`config.mk`:
```
export PLATFORM = sky130hd
export DESIGN_NAME = avalon_data_master_flat
export DESIGN_NICKNAME = d
export VERILOG_FILES = /design/src/rtl/riscv_mem_pkg.sv /design/src/rtl/avalon_data_master_if.sv /design/src/rtl/load_align.sv /design/src/rtl/avalon_data_master.sv /design/src/flat_wrapper.sv
export SDC_FILE = /design/constraint.sdc
export NUM_CORES = 1
export LEC_CHECK = 0
export BUFFER_PORTS_ARGS = -buffer_cell sky130_fd_sc_hd__buf_4
export CAP_MARGIN = 20
export CELL_PAD_IN_SITES_DETAIL_PLACEMENT = 0
export CELL_PAD_IN_SITES_GLOBAL_PLACEMENT = 1
export CORE_MARGIN = 4
export CORE_UTILIZATION = 38
export CTS_CLUSTER_DIAMETER = 100
export CTS_CLUSTER_SIZE = 20
export DETAILED_ROUTE_END_ITERATION = 8
export HOLD_SLACK_MARGIN = 0.1
export PLACE_DENSITY_LB_ADDON = 0.1
export SLEW_MARGIN = 20
export SYNTH_ARGS = -nofsm -noshare
export SYNTH_HDL_FRONTEND = slang
export SYNTH_SLANG_ARGS = --single-unit
```
`constraint.sdc`:
```
create_clock -name CLK -period 2.24 [get_ports CLK]
set_clock_uncertainty 0.05 [all_clocks]
set_input_delay 0.112 -clock CLK [delete_from_list [all_inputs] [get_ports CLK]]
set_output_delay 0.112 -clock CLK [all_outputs]
set_load 0.02 [all_outputs]
```
`src/rtl/riscv_mem_pkg.sv`:
```
// riscv_mem_pkg: RV32I load/store encodings, data-master FSM states and lane helpers.
package riscv_mem_pkg;

    localparam logic [2:0] F3_B  = 3'b000;
    localparam logic [2:0] F3_H  = 3'b001;
    localparam logic [2:0] F3_W  = 3'b010;
    localparam logic [2:0] F3_BU = 3'b100;
    localparam logic [2:0] F3_HU = 3'b101;

    typedef enum logic [1:0] {IDLE, REQ, WAIT_RD, DONE} dm_state_t;

    function automatic logic [3:0] byte_en(input logic [2:0] funct3, input logic [1:0] a);
        case (funct3)
            F3_B, F3_BU: return 4'b0001 << a;
            F3_H, F3_HU: return 4'b0011 << a;
            default:     return 4'b1111;
        endcase
    endfunction

    // Undefined funct3 encodings are trapped the same way as misaligned ones.
    function automatic logic misaligned(input logic [2:0] funct3, input logic [1:0] a);
        case (funct3)
            F3_B, F3_BU: return 1'b0;
            F3_H, F3_HU: return a[0];
            F3_W:        return |a;
            default:     return 1'b1;
        endcase
    endfunction

    function automatic logic [31:0] lane_data(input logic [2:0] funct3, input logic [31:0] w);
        case (funct3)
            F3_B, F3_BU: return {4{w[7:0]}};
            F3_H, F3_HU: return {2{w[15:0]}};
            default:     return w;
        endcase
    endfunction

endpackage

```
`src/rtl/avalon_data_master_if.sv`:
```
// avalon_data_master_if: pipeline request side plus Avalon-MM data bus of the data master.
interface avalon_data_master_if #(parameter int ADDR_W = 32);

    logic              req_valid;
    logic              req_we;
    logic [2:0]        req_funct3;
    logic [ADDR_W-1:0] req_addr;
    logic [31:0]       req_wdata;
    logic              start;
    logic              done;
    logic [31:0]       rdata_out;
    logic              err;
    logic [ADDR_W-1:0] avm_address;
    logic              avm_read;
    logic              avm_write;
    logic [3:0]        avm_byteenable;
    logic [31:0]       avm_writedata;
    logic [31:0]       avm_readdata;
    logic              avm_waitrequest;
    logic              avm_readdatavalid;

    modport master (
        input  req_valid, req_we, req_funct3, req_addr, req_wdata,
        input  avm_readdata, avm_waitrequest, avm_readdatavalid,
        output start, done, rdata_out, err,
        output avm_address, avm_read, avm_write, avm_byteenable, avm_writedata
    );

    modport slave (
        output req_valid, req_we, req_funct3, req_addr, req_wdata,
        output avm_readdata, avm_waitrequest, avm_readdatavalid,
        input  start, done, rdata_out, err,
        input  avm_address, avm_read, avm_write, avm_byteenable, avm_writedata
    );

endinterface

```
`src/rtl/load_align.sv`:
```
// load_align: picks the addressed byte/half out of a bus word and sign/zero-extends it.
module load_align
    import riscv_mem_pkg::*;
(
    input  logic [31:0] readdata_i,
    input  logic [2:0]  funct3_i,
    input  logic [1:0]  addr_i,
    output logic [31:0] data_o
);

    logic [7:0]  b;
    logic [15:0] h;

    assign b = 8'(readdata_i >> {addr_i, 3'b000});
    assign h = 16'(readdata_i >> {addr_i[1], 4'b0000});

    always_comb begin
        case (funct3_i)
            F3_B:    data_o = {{24{b[7]}}, b};
            F3_BU:   data_o = {24'b0, b};
            F3_H:    data_o = {{16{h[15]}}, h};
            F3_HU:   data_o = {16'b0, h};
            default: data_o = readdata_i;
        endcase
    end

endmodule

```
`src/rtl/avalon_data_master.sv`:
```
// avalon_data_master: runs one MEM-stage load/store as a single Avalon-MM transaction,
// with lane steering, load extension, misalignment trap and a bus watchdog.
module avalon_data_master
    import riscv_mem_pkg::*;
#(
    parameter int ADDR_W  = 32,
    parameter int TIMEOUT = 256
) (
    input  logic                 CLK,
    input  logic                 RST_N,
    avalon_data_master_if.master dm_io
);

    dm_state_t         state_q, state_d;
    logic              we_q;
    logic [2:0]        funct3_q;
    logic [ADDR_W-1:0] addr_q;
    logic [31:0]       wdata_q;
    logic [31:0]       rdata_q, rdata_d;
    logic [31:0]       ext;
    logic              err_q, err_d;
    logic [7:0]        cnt_q, cnt_d;
    logic              cap, busy, timeout;

    assign busy    = state_q == REQ || state_q == WAIT_RD;
    assign timeout = busy && cnt_q == 8'(TIMEOUT - 1);

    load_align u_load_align (
        .readdata_i(dm_io.avm_readdata),
        .funct3_i  (funct3_q),
        .addr_i    (addr_q[1:0]),
        .data_o    (ext)
    );

    // The watchdog wins over a same-cycle accept or readdatavalid: the command is withdrawn.
    always_comb begin
        state_d         = state_q;
        err_d           = err_q;
        rdata_d         = rdata_q;
        cnt_d           = busy ? cnt_q + 8'd1 : cnt_q;
        cap             = 1'b0;
        dm_io.avm_read  = 1'b0;
        dm_io.avm_write = 1'b0;
        case (state_q)
            IDLE: begin
                if (dm_io.req_valid) begin
                    cap     = 1'b1;
                    cnt_d   = 8'd0;
                    err_d   = misaligned(dm_io.req_funct3, dm_io.req_addr[1:0]);
                    state_d = misaligned(dm_io.req_funct3, dm_io.req_addr[1:0]) ? DONE : REQ;
                end
            end
            REQ: begin
                dm_io.avm_read  = !we_q && !timeout;
                dm_io.avm_write = we_q && !timeout;
                if (timeout) begin
                    err_d   = 1'b1;
                    state_d = DONE;
                end else if (!dm_io.avm_waitrequest) begin
                    state_d = we_q ? DONE : WAIT_RD;
                end
            end
            WAIT_RD: begin
                if (timeout) begin
                    err_d   = 1'b1;
                    state_d = DONE;
                end else if (dm_io.avm_readdatavalid) begin
                    rdata_d = ext;
                    state_d = DONE;
                end
            end
            default: state_d = IDLE;
        endcase
    end

    always_ff @(posedge CLK or negedge RST_N) begin
        if (!RST_N) begin
            state_q  <= IDLE;
            we_q     <= 1'b0;
            funct3_q <= F3_B;
            addr_q   <= '0;
            wdata_q  <= '0;
            rdata_q  <= '0;
            err_q    <= 1'b0;
            cnt_q    <= '0;
        end else begin
            state_q <= state_d;
            rdata_q <= rdata_d;
            err_q   <= err_d;
            cnt_q   <= cnt_d;
            if (cap) begin
                we_q     <= dm_io.req_we;
                funct3_q <= dm_io.req_funct3;
                addr_q   <= dm_io.req_addr;
                wdata_q  <= dm_io.req_wdata;
            end
        end
    end

    assign dm_io.start          = state_q == IDLE && dm_io.req_valid;
    assign dm_io.done           = state_q == DONE;
    assign dm_io.err            = err_q;
    assign dm_io.rdata_out      = rdata_q;
    assign dm_io.avm_address    = {addr_q[ADDR_W-1:2], 2'b00};
    assign dm_io.avm_byteenable = byte_en(funct3_q, addr_q[1:0]);
    assign dm_io.avm_writedata  = lane_data(funct3_q, wdata_q);

endmodule

```
`src/flat_wrapper.sv`:
```
// flat-port wrapper written by rule: the top's interface ports become plain ports
module avalon_data_master_flat import riscv_mem_pkg::*;
#(
    parameter int ADDR_W  = 32,
    parameter int TIMEOUT = 256
)
  (CLK, RST_N, dm_io_req_valid, dm_io_req_we, dm_io_req_funct3, dm_io_req_addr, dm_io_req_wdata, dm_io_avm_readdata, dm_io_avm_waitrequest, dm_io_avm_readdatavalid, dm_io_start, dm_io_done, dm_io_rdata_out, dm_io_err, dm_io_avm_address, dm_io_avm_read, dm_io_avm_write, dm_io_avm_byteenable, dm_io_avm_writedata);
  avalon_data_master_if #(.ADDR_W(ADDR_W)) dm_io_i ();
  input  logic CLK;
  input  logic RST_N;
  input wire logic [$bits(dm_io_i.req_valid)-1:0] dm_io_req_valid;
  input wire logic [$bits(dm_io_i.req_we)-1:0] dm_io_req_we;
  input wire logic [$bits(dm_io_i.req_funct3)-1:0] dm_io_req_funct3;
  input wire logic [$bits(dm_io_i.req_addr)-1:0] dm_io_req_addr;
  input wire logic [$bits(dm_io_i.req_wdata)-1:0] dm_io_req_wdata;
  input wire logic [$bits(dm_io_i.avm_readdata)-1:0] dm_io_avm_readdata;
  input wire logic [$bits(dm_io_i.avm_waitrequest)-1:0] dm_io_avm_waitrequest;
  input wire logic [$bits(dm_io_i.avm_readdatavalid)-1:0] dm_io_avm_readdatavalid;
  output wire logic [$bits(dm_io_i.start)-1:0] dm_io_start;
  output wire logic [$bits(dm_io_i.done)-1:0] dm_io_done;
  output wire logic [$bits(dm_io_i.rdata_out)-1:0] dm_io_rdata_out;
  output wire logic [$bits(dm_io_i.err)-1:0] dm_io_err;
  output wire logic [$bits(dm_io_i.avm_address)-1:0] dm_io_avm_address;
  output wire logic [$bits(dm_io_i.avm_read)-1:0] dm_io_avm_read;
  output wire logic [$bits(dm_io_i.avm_write)-1:0] dm_io_avm_write;
  output wire logic [$bits(dm_io_i.avm_byteenable)-1:0] dm_io_avm_byteenable;
  output wire logic [$bits(dm_io_i.avm_writedata)-1:0] dm_io_avm_writedata;
  assign dm_io_i.req_valid = dm_io_req_valid;
  assign dm_io_i.req_we = dm_io_req_we;
  assign dm_io_i.req_funct3 = dm_io_req_funct3;
  assign dm_io_i.req_addr = dm_io_req_addr;
  assign dm_io_i.req_wdata = dm_io_req_wdata;
  assign dm_io_i.avm_readdata = dm_io_avm_readdata;
  assign dm_io_i.avm_waitrequest = dm_io_avm_waitrequest;
  assign dm_io_i.avm_readdatavalid = dm_io_avm_readdatavalid;
  assign dm_io_start = dm_io_i.start;
  assign dm_io_done = dm_io_i.done;
  assign dm_io_rdata_out = dm_io_i.rdata_out;
  assign dm_io_err = dm_io_i.err;
  assign dm_io_avm_address = dm_io_i.avm_address;
  assign dm_io_avm_read = dm_io_i.avm_read;
  assign dm_io_avm_write = dm_io_i.avm_write;
  assign dm_io_avm_byteenable = dm_io_i.avm_byteenable;
  assign dm_io_avm_writedata = dm_io_i.avm_writedata;
  avalon_data_master #(.ADDR_W(ADDR_W), .TIMEOUT(TIMEOUT)) u_core (.CLK(CLK), .RST_N(RST_N), .dm_io(dm_io_i));
endmodule
```
==> flow_summary_export.csv <==
group,metric,value,unit
timing,fmax,480,MHz
yosys,synth_compound_gate_area_share,9.88,%
power,p_total,0.0123,W
clock_tree,cts_sinks,111,
drt,first_iter_violations,196,
global_route,grt_remaining_overflow,0,
floorplanning,die_x,130,um
power,leakagePower,3.85,nW
cells_and_area,seqCellArea,0.00278,mm2
yosys,synth_top_family_by_area,"multiplexers",
drt,viasPerCell,4.96,
yosys,muxShareOfSynthArea,20.7,%
drt,wl_per_cell,16.9,um
global_route,gr-usage-all-layers,19.0,%
cells_and_area,final_common_cell,"buf_4",
timing,finalMaxSlewViolations,0,
yosys,synth.distinct_cells,51,
setup_path,slowest_stage,"dfrtp_1",
timing,worst_pin_slew,536,ps
setup_path,cp.arrival,1920,ps
outcome,status,"finished clean",
yosys,async_reset_ff_share,100,%
timing,final-setup-viol-count,0,
floorplanning,row_count,44,
clock_tree,cts_tree,"built",
clock_tree,cts_root_buf,"clkbuf_16",
setup_path,start_kind,"flip-flop",
timing,fin_tns_setup,0,ps
floorplanning,fp.coreArea,0.0146,mm2
clock_tree,cts_buffer_depth,2,
clock_tree,cts_buffers,9,
placed_design,portBuffers,207,
drt,ant_nets,0,
cells_and_area,synthToLayoutAreaGrowth,47.9,%
timing,period_minus_slack,2080,ps
cells_and_area,multi_input_area,0.00242,mm2
setup_path,crit_chain,"inv_1, ha_1, nand4_1, or2_1, and3_1, buf_4",
global_route,grt_first_pass_wirelength,25400,um
yosys,synth_edf_count,0,
cells_and_area,drive_gt1_share,42.8,%
setup_path,worst-setup-path-type,"reg -> out",
setup_path,path_max_fanout,4,
clock_tree,cts_max_level,3,
floorplanning,initial_utilization,38.8,%
yosys,synthCells,514,
drt,num_vias,4755,
cells_and_area,n_fill_cell,1261,
clock_tree,clk_latency,340,ps
yosys,synth-simple-area-share,9.99,%
setup_path,slowest_delay,390,ps
cells_and_area,diodes,0,
placed_design,gp_congestion,0.789,
yosys,synth_warnings,0,
timing,slew_headroom,63.3,%
setup_path,critical_path.top_delay_family,"simple AND/OR/NAND/NOR gates",
yosys,synth_area,0.00566,mm2
power,powerDensity,1470,mW/mm2
timing,setup_slack,155,ps
drt,routed_wl,16200,um
global_route,antenna_found_initial,0,
drt,dr.pass1.iters,4,
timing,hold_viol,0,
global_route,grt_pass1_vias,4988,
yosys,ys.flop_type,"dfrtp_1",
global_route,grt_max_degree,56,
yosys,synthAdderAreaFrac,1.10,%
cells_and_area,final_cell_mix,"buf_4, dfrtp_1, dlygate4sd3_1",
yosys,ys_ff_latch,111,
floorplanning,die-height,130,um
floorplanning,ios,210,
floorplanning,die_area,0.0169,mm2
timing,grt_setup_unrepaired,"false",
power,ir_drop,0.000728,V
placed_design,post-place-ws,349,ps
timing,fin_crit_sh,93.1,%
setup_path,critPathRequiredTime,2080,ps
yosys,synth_area_per_cell,11.0,um2
yosys,seq_area_frac_synth,49.0,%
setup_path,cp-end-kind,"primary output",
drt,drc,0,
min_path,hold_path_class,"in -> reg",
cells_and_area,final_nets,880,
placed_design,dpl.hpwl,11600,um
clock_tree,clk_transition_reported_paths,70,ps
yosys,synth_xor_area_share,0.773,%
setup_path,critPathBufInv,2,
job,maxCapViolCount,0,
[sequential cells by signal, summed over array words and instances (netlist names)]
name and flops:
u_core.addr_q 32, u_core.dm_io.rdata_out 32, u_core.wdata_q 32, u_core.cnt_q 8, u_core.funct3_q 3, u_core.state_q 2, u_core.dm_io.err 1, u_core.we_q 1
[report_power, final]
group	internal, W	total (W)	switching [W]	leakage, nW
combinational	0.00334	0.00698	0.00365	2.41
sequential	0.00301	0.00375	0.000740	1.31
clock	0.000872	0.00161	0.000740	0.137
[layout make-up]
cell class	count	area share [%]
Clock inverter	4	0.657
Tap cell	184	2.75
Inverter	4	0.179
Timing Repair Buffer	316	31.6
Multi-Input combinational cell	328	28.9
Clock buffer	11	2.78
Sequential cell	111	33.2
[stage by stage]
stage	area, um2	cells	util, %	hold slack [ps]
after floorplan	5670	515	-	-234
after global placement	7140	848	48.9	-3.17
after detailed placement	7140	848	48.9	-0.0888
after CTS	8380	958	57.4	102
after global routing	8380	958	57.4	120
final	8380	958	57.4	120
[cells in the mapped netlist (7+ instances only)]
| cell type | count | area [um2] |
|---|---|---|
| clkbuf_1 | 8 | 30.0 |
| nand3_1 | 7 | 35.0 |
| a21oi_1 | 37 | 185 |
| mux2i_1 | 15 | 150 |
| nand2_1 | 47 | 176 |
| dfrtp_1 | 111 | 2780 |
| buf_4 | 42 | 315 |
| nor2_1 | 36 | 135 |
| mux2_2 | 86 | 968 |
| o21ai_0 | 21 | 105 |
| buf_2 | 20 | 100 |
[cells by family after synthesis]
kind of cell / count (synthesis)
AOI/OAI and AO/OA: 89
xor gates and xnor gates: 5
adders and majority gates: 5
buffers and inverters: 76
DFF: 111
muxes: 104
other: 1
and+or+nand+nor: 123
[worst paths after layout]
kind	slack, ps	start	cells past startpoint	endpoint
min in group asynchronous	170	RST_N	2	u_core.dm_io.rdata_out[16]
setup reg to reg	320	u_core.state_q[1]	6	u_core.state_q[1]
max in group asynchronous	1200	RST_N	3	u_core.cnt_q[4]
setup / recovery	160	u_core.state_q[1]	6	dm_io_avm_write
hold / removal	120	dm_io_avm_readdata[14]	4	u_core.dm_io.rdata_out[14]
hold reg to reg	440	u_core.dm_io.rdata_out[15]	2	u_core.dm_io.rdata_out[15]
[layer usage]
layer | part of all wire [%] | global-route usage (%) | vias up
met5 | 0 | 0 | -
met4 | 1.0 | 5.26 | 0
met2 | 52 | 33.3 | 141
li1 | - | - | 2271
met1 | 40 | 24.0 | 2332
met3 | 6.7 | 3.48 | 11
[repair_timing]
item,in CTS,in global routing
buffers inserted,0,0
hold buffers,95,0
endpoints found under the hold margin,175,0
gates resized for setup,0,1
endpoints found under the setup margin,0,1
[worst reg2reg max path, cell delays in order (launching register included)]
cell	delay (ps)
dfrtp_1	390
inv_1	80
ha_1	300
nand4_1	140
or2_1	300
a21oi_2	180
mux2_2	350
Note: power is estimated with default switching activity, not from simulation.
